===== src/rtl/tx_sched_pkg.sv =====
// Shared types and constants for the OFDM transmit frame sequencer.
package tx_sched_pkg;

  typedef enum logic [1:0] {
    SYM_NULL     = 2'd0,
    SYM_PREAMBLE = 2'd1,
    SYM_DATA     = 2'd2
  } sym_type_t;

  typedef enum logic [2:0] {
    S_IDLE   = 3'd0,
    S_PRE    = 3'd1,
    S_WAIT_D = 3'd2,
    S_DATA   = 3'd3,
    S_GAP_W  = 3'd4,
    S_GAP    = 3'd5
  } sched_state_t;

  localparam logic [2:0] ST_IDLE   = S_IDLE;
  localparam logic [2:0] ST_PRE    = S_PRE;
  localparam logic [2:0] ST_WAIT_D = S_WAIT_D;
  localparam logic [2:0] ST_DATA   = S_DATA;
  localparam logic [2:0] ST_GAP_W  = S_GAP_W;
  localparam logic [2:0] ST_GAP    = S_GAP;

  localparam int M_W  = 3;
  localparam int SS_W = 4;
  localparam int BW_W = 3;

  function automatic logic [15:0] sat_inc16(input logic [15:0] v);
    return (v == 16'hFFFF) ? v : (v + 16'd1);
  endfunction

endpackage


===== src/rtl/tx_frame_sched_sym_slot_cnt.sv =====
// sym_slot_cnt: walks one OFDM symbol of pFFT_N subcarrier slots after a start pulse,
// with registered busy/sop/eop/index outputs and no bubbles inside a symbol.
module sym_slot_cnt #(
  parameter int pFFT_N = 1024,
  parameter int pIDX_W = 10
) (
  input  logic              clk,
  input  logic              rst,
  input  logic              i_start,
  output logic              o_busy,
  output logic              o_sop,
  output logic              o_eop,
  output logic [pIDX_W-1:0] o_idx
);

  localparam logic [pIDX_W-1:0] LAST_IDX = pIDX_W'(pFFT_N - 1);

  logic              r_busy;
  logic              r_sop;
  logic              r_eop;
  logic [pIDX_W-1:0] r_idx;
  logic [pIDX_W-1:0] w_idx_nxt;

  assign w_idx_nxt = r_idx + {{(pIDX_W-1){1'b0}}, 1'b1};

  // A start may land on the eop cycle, giving back-to-back symbols.
  always_ff @(posedge clk) begin
    if (rst) begin
      r_busy <= 1'b0;
      r_sop  <= 1'b0;
      r_eop  <= 1'b0;
      r_idx  <= {pIDX_W{1'b0}};
    end else if (i_start) begin
      r_busy <= 1'b1;
      r_sop  <= 1'b1;
      r_eop  <= (LAST_IDX == {pIDX_W{1'b0}});
      r_idx  <= {pIDX_W{1'b0}};
    end else if (r_busy && !r_eop) begin
      r_busy <= 1'b1;
      r_sop  <= 1'b0;
      r_eop  <= (w_idx_nxt == LAST_IDX);
      r_idx  <= w_idx_nxt;
    end else begin
      r_busy <= 1'b0;
      r_sop  <= 1'b0;
      r_eop  <= 1'b0;
      r_idx  <= {pIDX_W{1'b0}};
    end
  end

  assign o_busy = r_busy;
  assign o_sop  = r_sop;
  assign o_eop  = r_eop;
  assign o_idx  = r_idx;

endmodule


===== src/rtl/tx_frame_sched.sv =====
// tx_frame_sched: per-symbol preamble/data/null sequencing for the OFDM transmitter.
// Optional macro TX_UNDERRUN_NULL_EN: fill an unready data slot with a NULL symbol and count it.
module tx_frame_sched
  import tx_sched_pkg::*;
#(
  parameter int pFFT_N    = 1024,
  parameter int pIDX_W    = 10,
  parameter int pDATA_SYM = 14,
  parameter int pGAP_SYM  = 1
) (
  input  logic              clk,
  input  logic              rst,
  input  logic              enable,
  input  logic [M_W-1:0]    index_M,
  input  logic [SS_W-1:0]   index_SS,
  input  logic [BW_W-1:0]   index_BW,
  input  logic              data_off,
  input  logic              ifft_ready,
  input  logic              data_rdy,
  output logic [M_W-1:0]    oindex_M,
  output logic [SS_W-1:0]   oindex_SS,
  output logic [BW_W-1:0]   oindex_BW,
  output logic              odata_off,
  output logic              osof,
  output logic              oval,
  output logic              osop,
  output logic              oeop,
  output logic [pIDX_W-1:0] osc_idx,
  output logic [1:0]        osym_type,
  output logic [7:0]        osym_cnt,
  output logic              odata_req,
  output logic              obusy,
  output logic [15:0]       ounderrun
);

  localparam logic [7:0] LAST_DATA = 8'(pDATA_SYM - 1);
  localparam logic [3:0] LAST_GAP  = 4'(pGAP_SYM - 1);

  logic [2:0]      r_state;
  logic [3:0]      r_gap_cnt;
  logic [7:0]      r_sym_cnt;
  logic [M_W-1:0]  r_M;
  logic [SS_W-1:0] r_SS;
  logic [BW_W-1:0] r_BW;
  logic            r_data_off;
  logic            r_sof;
  sym_type_t       r_sym_type;
  logic            r_data_req;
  logic            r_busy;

  logic              w_val;
  logic              w_sop;
  logic              w_eop;
  logic [pIDX_W-1:0] w_idx;
  logic              w_free;
  logic              w_sym_end;
  logic [2:0]        w_phase;
  logic [2:0]        w_nstate;
  logic              w_start;
  logic              w_sof;
  sym_type_t         w_type_nxt;
  logic              w_req_nxt;
`ifdef TX_UNDERRUN_NULL_EN
  logic              w_underrun;
  logic [15:0]       r_underrun;
`endif

  sym_slot_cnt #(
    .pFFT_N (pFFT_N),
    .pIDX_W (pIDX_W)
  ) u_slot (
    .clk     (clk),
    .rst     (rst),
    .i_start (w_start),
    .o_busy  (w_val),
    .o_sop   (w_sop),
    .o_eop   (w_eop),
    .o_idx   (w_idx)
  );

  assign w_sym_end = w_val & w_eop;
  assign w_free    = ~w_val | w_eop;

  // Phase the scheduler is in once the symbol ending this cycle is accounted for.
  always_comb begin
    w_phase = r_state;
    if (w_sym_end) begin
      case (r_state)
        ST_PRE:  w_phase = ST_WAIT_D;
        ST_DATA: begin
          if (r_sym_cnt == LAST_DATA) begin
            w_phase = (pGAP_SYM == 0) ? ST_IDLE : ST_GAP_W;
          end else begin
            w_phase = ST_WAIT_D;
          end
        end
        ST_GAP: begin
          if (r_gap_cnt == LAST_GAP) begin
            w_phase = ST_IDLE;
          end else begin
            w_phase = ST_GAP_W;
          end
        end
        default: w_phase = ST_IDLE;
      endcase
    end else begin
      w_phase = r_state;
    end
  end

  // Decide whether a new symbol starts on the next edge and what kind it is.
  always_comb begin
    w_start    = 1'b0;
    w_sof      = 1'b0;
    w_nstate   = r_state;
    w_type_nxt = r_sym_type;
    w_req_nxt  = 1'b0;
`ifdef TX_UNDERRUN_NULL_EN
    w_underrun = 1'b0;
`endif
    if (w_free) begin
      case (w_phase)
        ST_IDLE: begin
          if (enable && ifft_ready) begin
            w_start    = 1'b1;
            w_sof      = 1'b1;
            w_nstate   = ST_PRE;
            w_type_nxt = SYM_PREAMBLE;
          end else begin
            w_nstate   = ST_IDLE;
          end
        end
        ST_WAIT_D: begin
          if (ifft_ready && (data_rdy || r_data_off)) begin
            w_start    = 1'b1;
            w_nstate   = ST_DATA;
            w_type_nxt = r_data_off ? SYM_NULL : SYM_DATA;
            w_req_nxt  = ~r_data_off;
`ifdef TX_UNDERRUN_NULL_EN
          end else if (ifft_ready) begin
            w_start    = 1'b1;
            w_nstate   = ST_DATA;
            w_type_nxt = SYM_NULL;
            w_underrun = 1'b1;
`endif
          end else begin
            w_nstate   = ST_WAIT_D;
          end
        end
        ST_GAP_W: begin
          if (ifft_ready) begin
            w_start    = 1'b1;
            w_nstate   = ST_GAP;
            w_type_nxt = SYM_NULL;
          end else begin
            w_nstate   = ST_GAP_W;
          end
        end
        default: w_nstate = ST_IDLE;
      endcase
    end else begin
      w_nstate = r_state;
    end
  end

  // Frame state, frame-latched config and per-symbol attributes.
  always_ff @(posedge clk) begin
    if (rst) begin
      r_state    <= ST_IDLE;
      r_gap_cnt  <= 4'd0;
      r_sym_cnt  <= 8'd0;
      r_M        <= {M_W{1'b0}};
      r_SS       <= {SS_W{1'b0}};
      r_BW       <= {BW_W{1'b0}};
      r_data_off <= 1'b0;
      r_sof      <= 1'b0;
      r_sym_type <= SYM_NULL;
      r_data_req <= 1'b0;
      r_busy     <= 1'b0;
    end else begin
      r_state <= w_nstate;
      r_sof   <= w_sof;
      r_busy  <= (w_nstate != ST_IDLE);
      if (w_sof) begin
        r_M        <= index_M;
        r_SS       <= index_SS;
        r_BW       <= index_BW;
        r_data_off <= data_off;
      end
      if (w_start) begin
        r_sym_type <= w_type_nxt;
        r_data_req <= w_req_nxt;
      end else if (w_val && !w_eop) begin
        r_data_req <= r_data_req;
      end else begin
        r_data_req <= 1'b0;
      end
      // Data-slot numbering restarts when the preamble ends.
      if (w_sym_end && (r_state == ST_PRE)) begin
        r_sym_cnt <= 8'd0;
      end else if (w_sym_end && (r_state == ST_DATA)) begin
        r_sym_cnt <= r_sym_cnt + 8'd1;
      end
      if (w_sym_end && (r_state == ST_DATA)) begin
        r_gap_cnt <= 4'd0;
      end else if (w_sym_end && (r_state == ST_GAP)) begin
        r_gap_cnt <= r_gap_cnt + 4'd1;
      end
    end
  end

`ifdef TX_UNDERRUN_NULL_EN
  // Saturating count of data slots that went out as NULL for lack of mapper data.
  always_ff @(posedge clk) begin
    if (rst) begin
      r_underrun <= 16'd0;
    end else if (w_underrun) begin
      r_underrun <= sat_inc16(r_underrun);
    end else begin
      r_underrun <= r_underrun;
    end
  end
  assign ounderrun = r_underrun;
`else
  assign ounderrun = 16'd0;
`endif

  assign oindex_M  = r_M;
  assign oindex_SS = r_SS;
  assign oindex_BW = r_BW;
  assign odata_off = r_data_off;
  assign osof      = r_sof;
  assign oval      = w_val;
  assign osop      = w_sop;
  assign oeop      = w_eop;
  assign osc_idx   = w_idx;
  assign osym_type = r_sym_type;
  assign osym_cnt  = r_sym_cnt;
  assign odata_req = r_data_req;
  assign obusy     = r_busy;

endmodule

===== config.mk =====
export PLATFORM = sky130hd
export DESIGN_NAME = tx_frame_sched
export DESIGN_NICKNAME = d
export VERILOG_FILES = /design/src/rtl/tx_sched_pkg.sv /design/src/rtl/tx_frame_sched_sym_slot_cnt.sv /design/src/rtl/tx_frame_sched.sv
export SDC_FILE = /design/constraint.sdc
export NUM_CORES = 1
export LEC_CHECK = 0
export ABC_AREA = 1
export CAP_MARGIN = 25
export CORE_MARGIN = 5
export CORE_UTILIZATION = 41
export CTS_CLUSTER_DIAMETER = 50
export CTS_CLUSTER_SIZE = 25
export DETAILED_ROUTE_END_ITERATION = 8
export PLACE_DENSITY_LB_ADDON = 0.2
export SLEW_MARGIN = 20
export SYNTH_ARGS = -nofsm -noshare
export SYNTH_HDL_FRONTEND = slang
export SYNTH_HIERARCHICAL = 1
export SYNTH_SLANG_ARGS = --single-unit
export TNS_END_PERCENT = 100

===== constraint.sdc =====
create_clock -name clk -period 2.06 [get_ports clk]
set_input_delay 0.412 -clock clk [delete_from_list [all_inputs] [get_ports clk]]
set_output_delay 0.412 -clock clk [all_outputs]
set_load 0.01 [all_outputs]

======== Word level (Yosys, flattened, before mapping) ========
Index checks and enable logic that the tools add are counted.
cells by class
  reductions and logical operators ........ 16
  $add $sub $neg .......................... 3
  eq/ne operators ......................... 11
  mux-type cells .......................... 29
  bitwise operators ....................... 5
operators with widths
  kind                   number
  $pmux 3 s3             2
  $mux 1                 17
  $mux 3                 4
  $add 10x1->10 const B  1
  $eq 10x10->1 const B   1
  $add 8x1->8 const B    1
  $eq 8x4->1 const B     1
  $mux 2                 4
  $eq 3x2->1 const B     2
  $eq 3x3->1 const B     2
  $logic_and 1x1->1      6
  $ne 2x2->1 const B     3
  $pmux 2 s3             1
  $reduce_and 6->1       1
  $reduce_bool 3->1      2
  $add 4x1->4 const B    1
  $logic_not 4->1        1
  $reduce_or 2->1        2
  $eq 3x1->1 const B     1
  $logic_not 3->1        1
  $not 1->1              3
  $pmux 1 s3             1
  $reduce_or 3->1        1
  $ne 2x1->1 const B     1
  other kinds (4)        4
word-level totals
  bits in registers ....................... 44
  logic and storage cells ................. 79
  output and inout port bits .............. 53
  bits of input ports ..................... 16

======== Longest topological paths before layout ========
  depth after elaboration ................. 8
  mapped depth ............................ 16

======== Cells and area by module ========
Netlist, hierarchy kept.
modules (own cells, without submodules)
  module          area each (um2)  cells each  times used
  tx_frame_sched  1759.2           219         1
  sym_slot_cnt    634.4            85          1

======== Least setup slack after synthesis ========
OpenSTA, ideal clock, no wires.
  kind .................................... flip-flop to flip-flop
  from .................................... register r_sym_cnt[0], in the netlist osym_cnt[0]
  to ...................................... register u_slot.r_idx[5], in the netlist u_slot/o_idx[5]
  setup slack ............................. 105 ps
  cell stages (with the launch flop) ...... 16
  data arrival time ....................... 1883 ps
  library setup time ...................... 72 ps
  required time ........................... 1988 ps
  cells stage by stage .................... dfxtp_1 > ha_1 > inv_1 > nor2_2 > nand2_1 > nand2_2 > nand2_4 > inv_4 > nor2_8 > nand2_2 > nand3_4 > nand2_2 > inv_1 > nor3_4 > clkinv_1 > a21oi_1
between the ends
  word-level cells in the longest chain between the ends .. 8
ends and longest elaborated chain
  item                                RTL line                           text
  start, declared                     tx_frame_sched.sv:41               logic [7:0] r_sym_cnt;
  start signal, assigned              tx_frame_sched.sv:202              r_sym_cnt <= r_sym_cnt + 8'd1;
  $eq 8x4->1 *                        tx_frame_sched.sv:91               if (r_sym_cnt == LAST_DATA) begin
  $mux 3 *                            tx_frame_sched.sv:91
  $pmux 3 s3 *                        tx_frame_sched.sv:88               case (r_state)
  $mux 3 *                            tx_frame_sched.sv:87               if (w_sym_end) begin
  $eq 3x3->1 (tied with other cells)  tx_frame_sched.sv:122              case (w_phase)
  $pmux 1 s3 *                        tx_frame_sched.sv:122
  $mux 1 *                            tx_frame_sched.sv:121              if (w_free) begin
  via w_start                         tx_frame_sched.sv:59               logic w_start;
  $reduce_or 3->1 (no source line) *  --
  end signal, assigned                tx_frame_sched_sym_slot_cnt.sv:37  r_idx <= {pIDX_W{1'b0}};
  end signal, assigned                tx_frame_sched_sym_slot_cnt.sv:42  r_idx <= w_idx_nxt;
  end signal, assigned                tx_frame_sched_sym_slot_cnt.sv:47  r_idx <= {pIDX_W{1'b0}};
  end, declared                       tx_frame_sched_sym_slot_cnt.sv:21  logic [pIDX_W-1:0] r_idx;
The timed path passes the listed nets; every way through them passes the cells marked *.
A chain may end at the register's enable or synchronous reset.

======== Final worst setup path ========
  from .................................... register r_sym_cnt[0], in the netlist osym_cnt[0]
  to ...................................... register u_slot.r_eop, in the netlist u_slot/o_eop
between the ends
  word-level cells in the longest chain between the ends .. 8
ends and longest elaborated chain
  item                                RTL line                           text
  $eq 8x4->1 *                        tx_frame_sched.sv:91
  $mux 3 *                            tx_frame_sched.sv:91
  $pmux 3 s3 *                        tx_frame_sched.sv:88
  $mux 3 *                            tx_frame_sched.sv:87
  $eq 3x3->1 (tied with other cells)  tx_frame_sched.sv:122
  $pmux 1 s3 *                        tx_frame_sched.sv:122
  $mux 1 *                            tx_frame_sched.sv:121
  via w_start                         tx_frame_sched.sv:59
  $reduce_or 3->1 (no source line) *  --
  end signal, assigned                tx_frame_sched_sym_slot_cnt.sv:36  r_eop <= (LAST_IDX == {pIDX_W{1'b0}});
  end signal, assigned                tx_frame_sched_sym_slot_cnt.sv:41  r_eop <= (w_idx_nxt == LAST_IDX);
  end, declared                       tx_frame_sched_sym_slot_cnt.sv:20  logic r_eop;
Marked as above.

==> results.txt <==
* Status: completed
* Starting Density: 42.9%
- After synthesis, the share of flip-flops with an asynchronous set or reset is 0%.
* Mean instance size in the synthesized netlist: 7.87 sq um
- Slowest cell on crit path: sky130_fd_sc_hd__dfxtp_1
- Synth cell count leaders: sky130_fd_sc_hd__nand2_1, sky130_fd_sc_hd__dfxtp_1, sky130_fd_sc_hd__inv_1, sky130_fd_sc_hd__nor2_1, sky130_fd_sc_hd__a21oi_1
- Setup ws final: 0.277 ns
- By instance count, the leading cell after synthesis is sky130_fd_sc_hd__nand2_1.
- The number of antenna violations at the first check in global routing was 0.
* Clock-pin slew reported for the worst setup and hold paths after clock tree synthesis: 0.08 ns
* Buffers added on ports: 52
- Routed Antenna Nets: 0
- After detailed routing, the number of remaining DRC violations is 0.
- At the worst endpoint, the arrival time is 2.01 ns.
- Dominant combinational cell family by area after synthesis: simple AND/OR/NAND/NOR gates
- Final number of max-transition violations: 0
* TritonCTS clock tree: done
- Cell area after technology mapping: 2390 sq um
- Number of placed I/O pins: 69
- Overall die area: 7470 sq um
- Switching portion of total power: 28.9%
* Complex-gate fraction of the synthesized area: 13.7%
* Leakage power: 1.23 nW
- Summing the areas of all fa, ha and maj instances in the mapped netlist gives 3.14% of the synthesized area.
* Post-CTS Setup Inserts: 0
- The clock reaches the later pin of the worst-skew pair after 0.29 ns.
- The congestion estimate from routability-driven global placement came to 0.804.
- The number of hold-slack violations in the final timing report came to 0.
- Core box area: 5570 sq um
- Number of enable flip-flop cells after synthesis: 0
* Average via count per standard cell: 4.46
- The synthesized netlist devotes 29.7% of its cell area to simple gates.
- Routed wire length: 4.67 mm
* Number of rows created at floorplan: 27
- In the synthesized netlist, the number of instances is 304.
- Cell area reported after detailed placement: 2990 sq um
- Cell internal power dissipation: 1.52 mW
- The worst setup path is of the reg2reg kind.
- Summed over all layers, the global routing overflow is 0.
- Cell type with the highest occurrence count on the critical path: sky130_fd_sc_hd__nand2_2
* Post-layout minimum cycle time: 1.78 ns
* Fraction of power consumed by the clock network: 29.5%
* Commonest register cell after synthesis: sky130_fd_sc_hd__dfxtp_1
- Kind of end point of the critical path: flop
* Share of the synthesized area in the top cell type: 36.8%
- Sequential element share of the synthesized area: 36.8%
- The final critical path takes up 86.6% of the cycle.
* Maximum clock insertion buffer count: 2
* Routed via count: 1,968
* Iteration count of the initial detailed-routing pass: 4
* Library cell with the largest summed area after synthesis: sky130_fd_sc_hd__dfxtp_1
- Between clock sinks in the finished design, the worst skew comes to 0.00785 ns.
- The analysis attributes to net switching a power of 0.616 mW.
- Clock root buffer: sky130_fd_sc_hd__clkbuf_8
- Top fanout value on the critical path: 4
- Total number of H-tree levels: 2
* Post-synthesis mux area share: 0%
* Final std cell area, no fill: 3090 sq um
- Detailed placement ended at an HPWL of 3.59 mm.
* DRC violation total after the first TritonRoute iteration: 53
* Sequential share of power: 44.9%
- Number of clock sinks seen by CTS: 44
- After detailed routing, the average wire length per cell comes to 10.6 um.
- In the final layout, the share of cells above drive strength 1 is 20.3%.
- The cell family contributing the most delay on the critical path is simple AND/OR/NAND/NOR gates.
- Largest cells by area after synthesis: sky130_fd_sc_hd__dfxtp_1, sky130_fd_sc_hd__nand2_1, sky130_fd_sc_hd__inv_1, sky130_fd_sc_hd__buf_4, sky130_fd_sc_hd__nor2_1
* Pin count of the biggest net entering global routing: 16
- Measured along the y axis, the die boundary spans 86.4 um.
- For this run, the number of Yosys warnings is 6.
- Transition time at the pin with the least slew margin: 0.557 ns
- Power per Cell Area: 690 nW/um^2
- STA puts the critical path data required time at 2.28 ns.
* X dimension of the die: 86.4 um
- The number of antenna diodes in the final layout is 0.
- Counting the buffers created by CTS gives 5.
* Maximum achievable frequency: 561 MHz
- The worst setup path is launched from a flop.
- Setup repair after global routing left no endpoint under its margin.
- Of the total power, combinational logic draws 25.5%.
- Summing the areas of all xor and xnor instances in the mapped netlist gives 1.10% of the synthesized area.
- #FFs+latches synth: 44
* Slowest stage delay, CP: 0.34 ns
* Buffers plus inverters on the worst setup path: 3
- The tightest hold path in the finished design has a slack of 0.453 ns.
* Worst setup slack before clock tree synthesis: -0.00244 ns
* Synth-to-Final Area Change: 29.2%
* Slew margin rel.: 62.8%
* Layout net count: 392
- The number of different library cells used by synthesis comes to 37.
- The worst hold path belongs to the class reg2reg.
* Final count of negative-setup-slack endpoints: 0
- IR analysis of the VDD net gives a maximum drop of 0.453 mV.
* Overall global routing resource usage: 12.9%
* List of cells traversed by the critical path: ha_1, inv_1, nor2_2, nand2_1, nand2_2, nand2_4, inv_4, nor2_8, nand2_2, nand3_4, nand2_2, inv_1, nor3_4, nand3_2, nor3_2
- The first global-routing pass estimated 7.93 mm of wire.
* Number of global-route vias before repair: 1,856
- Across the run, the number of max-cap violations was 0.
[layout make-up]
cell class	count	area [sq um]
clock buffer	5	68.8
clock inverter	1	30.0
fill	531	2480
inverter	53	204
multi-input combinational	203	1200
sequential	44	882
tap	72	90.1
timing repair buffer	63	616
[layer usage]
metal / up-vias / share of wire [%] / GRT usage [%]
met5: - / 0 / 0
met4: 0 / 1.3 / 4.25
met3: 7 / 7.2 / 4.56
met2: 46 / 45 / 20.4
met1: 866 / 46 / 16.3
li1: 1049 / - / -
[registers in the layout, summed over array words and instances, names as in the netlist]
register,count
u_slot/o_idx,10
osym_cnt,8
oindex_SS,4
r_gap_cnt,4
oindex_BW,3
oindex_M,3
r_state,3
osym_type,2
obusy,1
odata_off,1
odata_req,1
osof,1
u_slot/o_busy,1
u_slot/o_eop,1
u_slot/o_sop,1
[path summary, 6_finish.rpt]
kind,from,end,slack (ns),cells past startpoint
setup / recovery,osym_cnt[0],u_slot/o_eop,0.28,15
hold / removal,oindex_BW[1],oindex_BW[1],0.45,2
setup reg to reg,osym_cnt[0],u_slot/o_eop,0.28,15
hold reg to reg,oindex_BW[1],oindex_BW[1],0.45,2
[through the flow]
stage / power, mW / instances / utilization (%) / TNS, ns
2_1_floorplan: 1.33 / 319 / - / 0
3_3_place_gp: 1.52 / 435 / 53.6 / 0
3_5_place_dp: 1.52 / 435 / 53.6 / -0.00276
4_1_cts: 2.16 / 441 / 55.4 / 0
5_1_grt: 2.25 / 441 / 55.5 / 0
6_report: 2.13 / 441 / 55.5 / 0
[power groups by stage]
stage	Combinational, mW	Clock [mW]	Sequential [mW]
after detailed placement	0.547	0	0.975
after global placement	0.546	0	0.975
after floorplan	0.335	0	1.00
after global routing	0.604	0.678	0.968
final	0.545	0.630	0.958
after CTS	0.552	0.652	0.959
[placed cells by master, fill, tap and decap left out, types with 2 or more instances in the layout]
cell                              instances
sky130_fd_sc_hd__clkdlybuf4s50_1         52
sky130_fd_sc_hd__nand2_1                 48
sky130_fd_sc_hd__inv_1                   44
sky130_fd_sc_hd__dfxtp_1                 43
sky130_fd_sc_hd__nor2_1                  27
sky130_fd_sc_hd__a21oi_1                 18
sky130_fd_sc_hd__conb_1                  16
sky130_fd_sc_hd__o21ai_0                 14
sky130_fd_sc_hd__nand3_1                 13
sky130_fd_sc_hd__buf_4                   10
sky130_fd_sc_hd__a21oi_2                  9
sky130_fd_sc_hd__nand2_2                  8
sky130_fd_sc_hd__o21ai_2                  8
sky130_fd_sc_hd__inv_2                    6
sky130_fd_sc_hd__nand3_2                  6
sky130_fd_sc_hd__ha_1                     6
sky130_fd_sc_hd__nor2_2                   5
sky130_fd_sc_hd__clkbuf_8                 5
sky130_fd_sc_hd__nor2_4                   3
sky130_fd_sc_hd__nor3_2                   3
sky130_fd_sc_hd__nand2_4                  2
sky130_fd_sc_hd__inv_4                    2
sky130_fd_sc_hd__nor2_8                   2
sky130_fd_sc_hd__o21a_1                   2
sky130_fd_sc_hd__xor2_1                   2
sky130_fd_sc_hd__nand3b_1                 2
[cell families (layout without fill, tap and decap cells)]
| family | after synthesis | in the layout |
|---|---|---|
| buf+inv | 72 | 122 |
| fa+ha+maj | 6 | 6 |
| xor+xnor | 3 | 3 |
| compound gates | 52 | 52 |
| flops | 44 | 44 |
| other cells | 1 | 16 |
| simple gates | 126 | 126 |
[worst min-delay path: stages, from the launching register on]
cell                      delay [ns]
sky130_fd_sc_hd__dfxtp_1        0.31
sky130_fd_sc_hd__inv_1          0.04
sky130_fd_sc_hd__a21oi_1        0.05
[repair_timing]
item / CTS / global route
gates resized for setup: 1 / 2
hold buffers: 0 / 0
endpoints found under the setup margin: 4 / 10
pin swaps: 0 / 4
cloned: 0 / 0
Power figures use the tool's default switching activity.
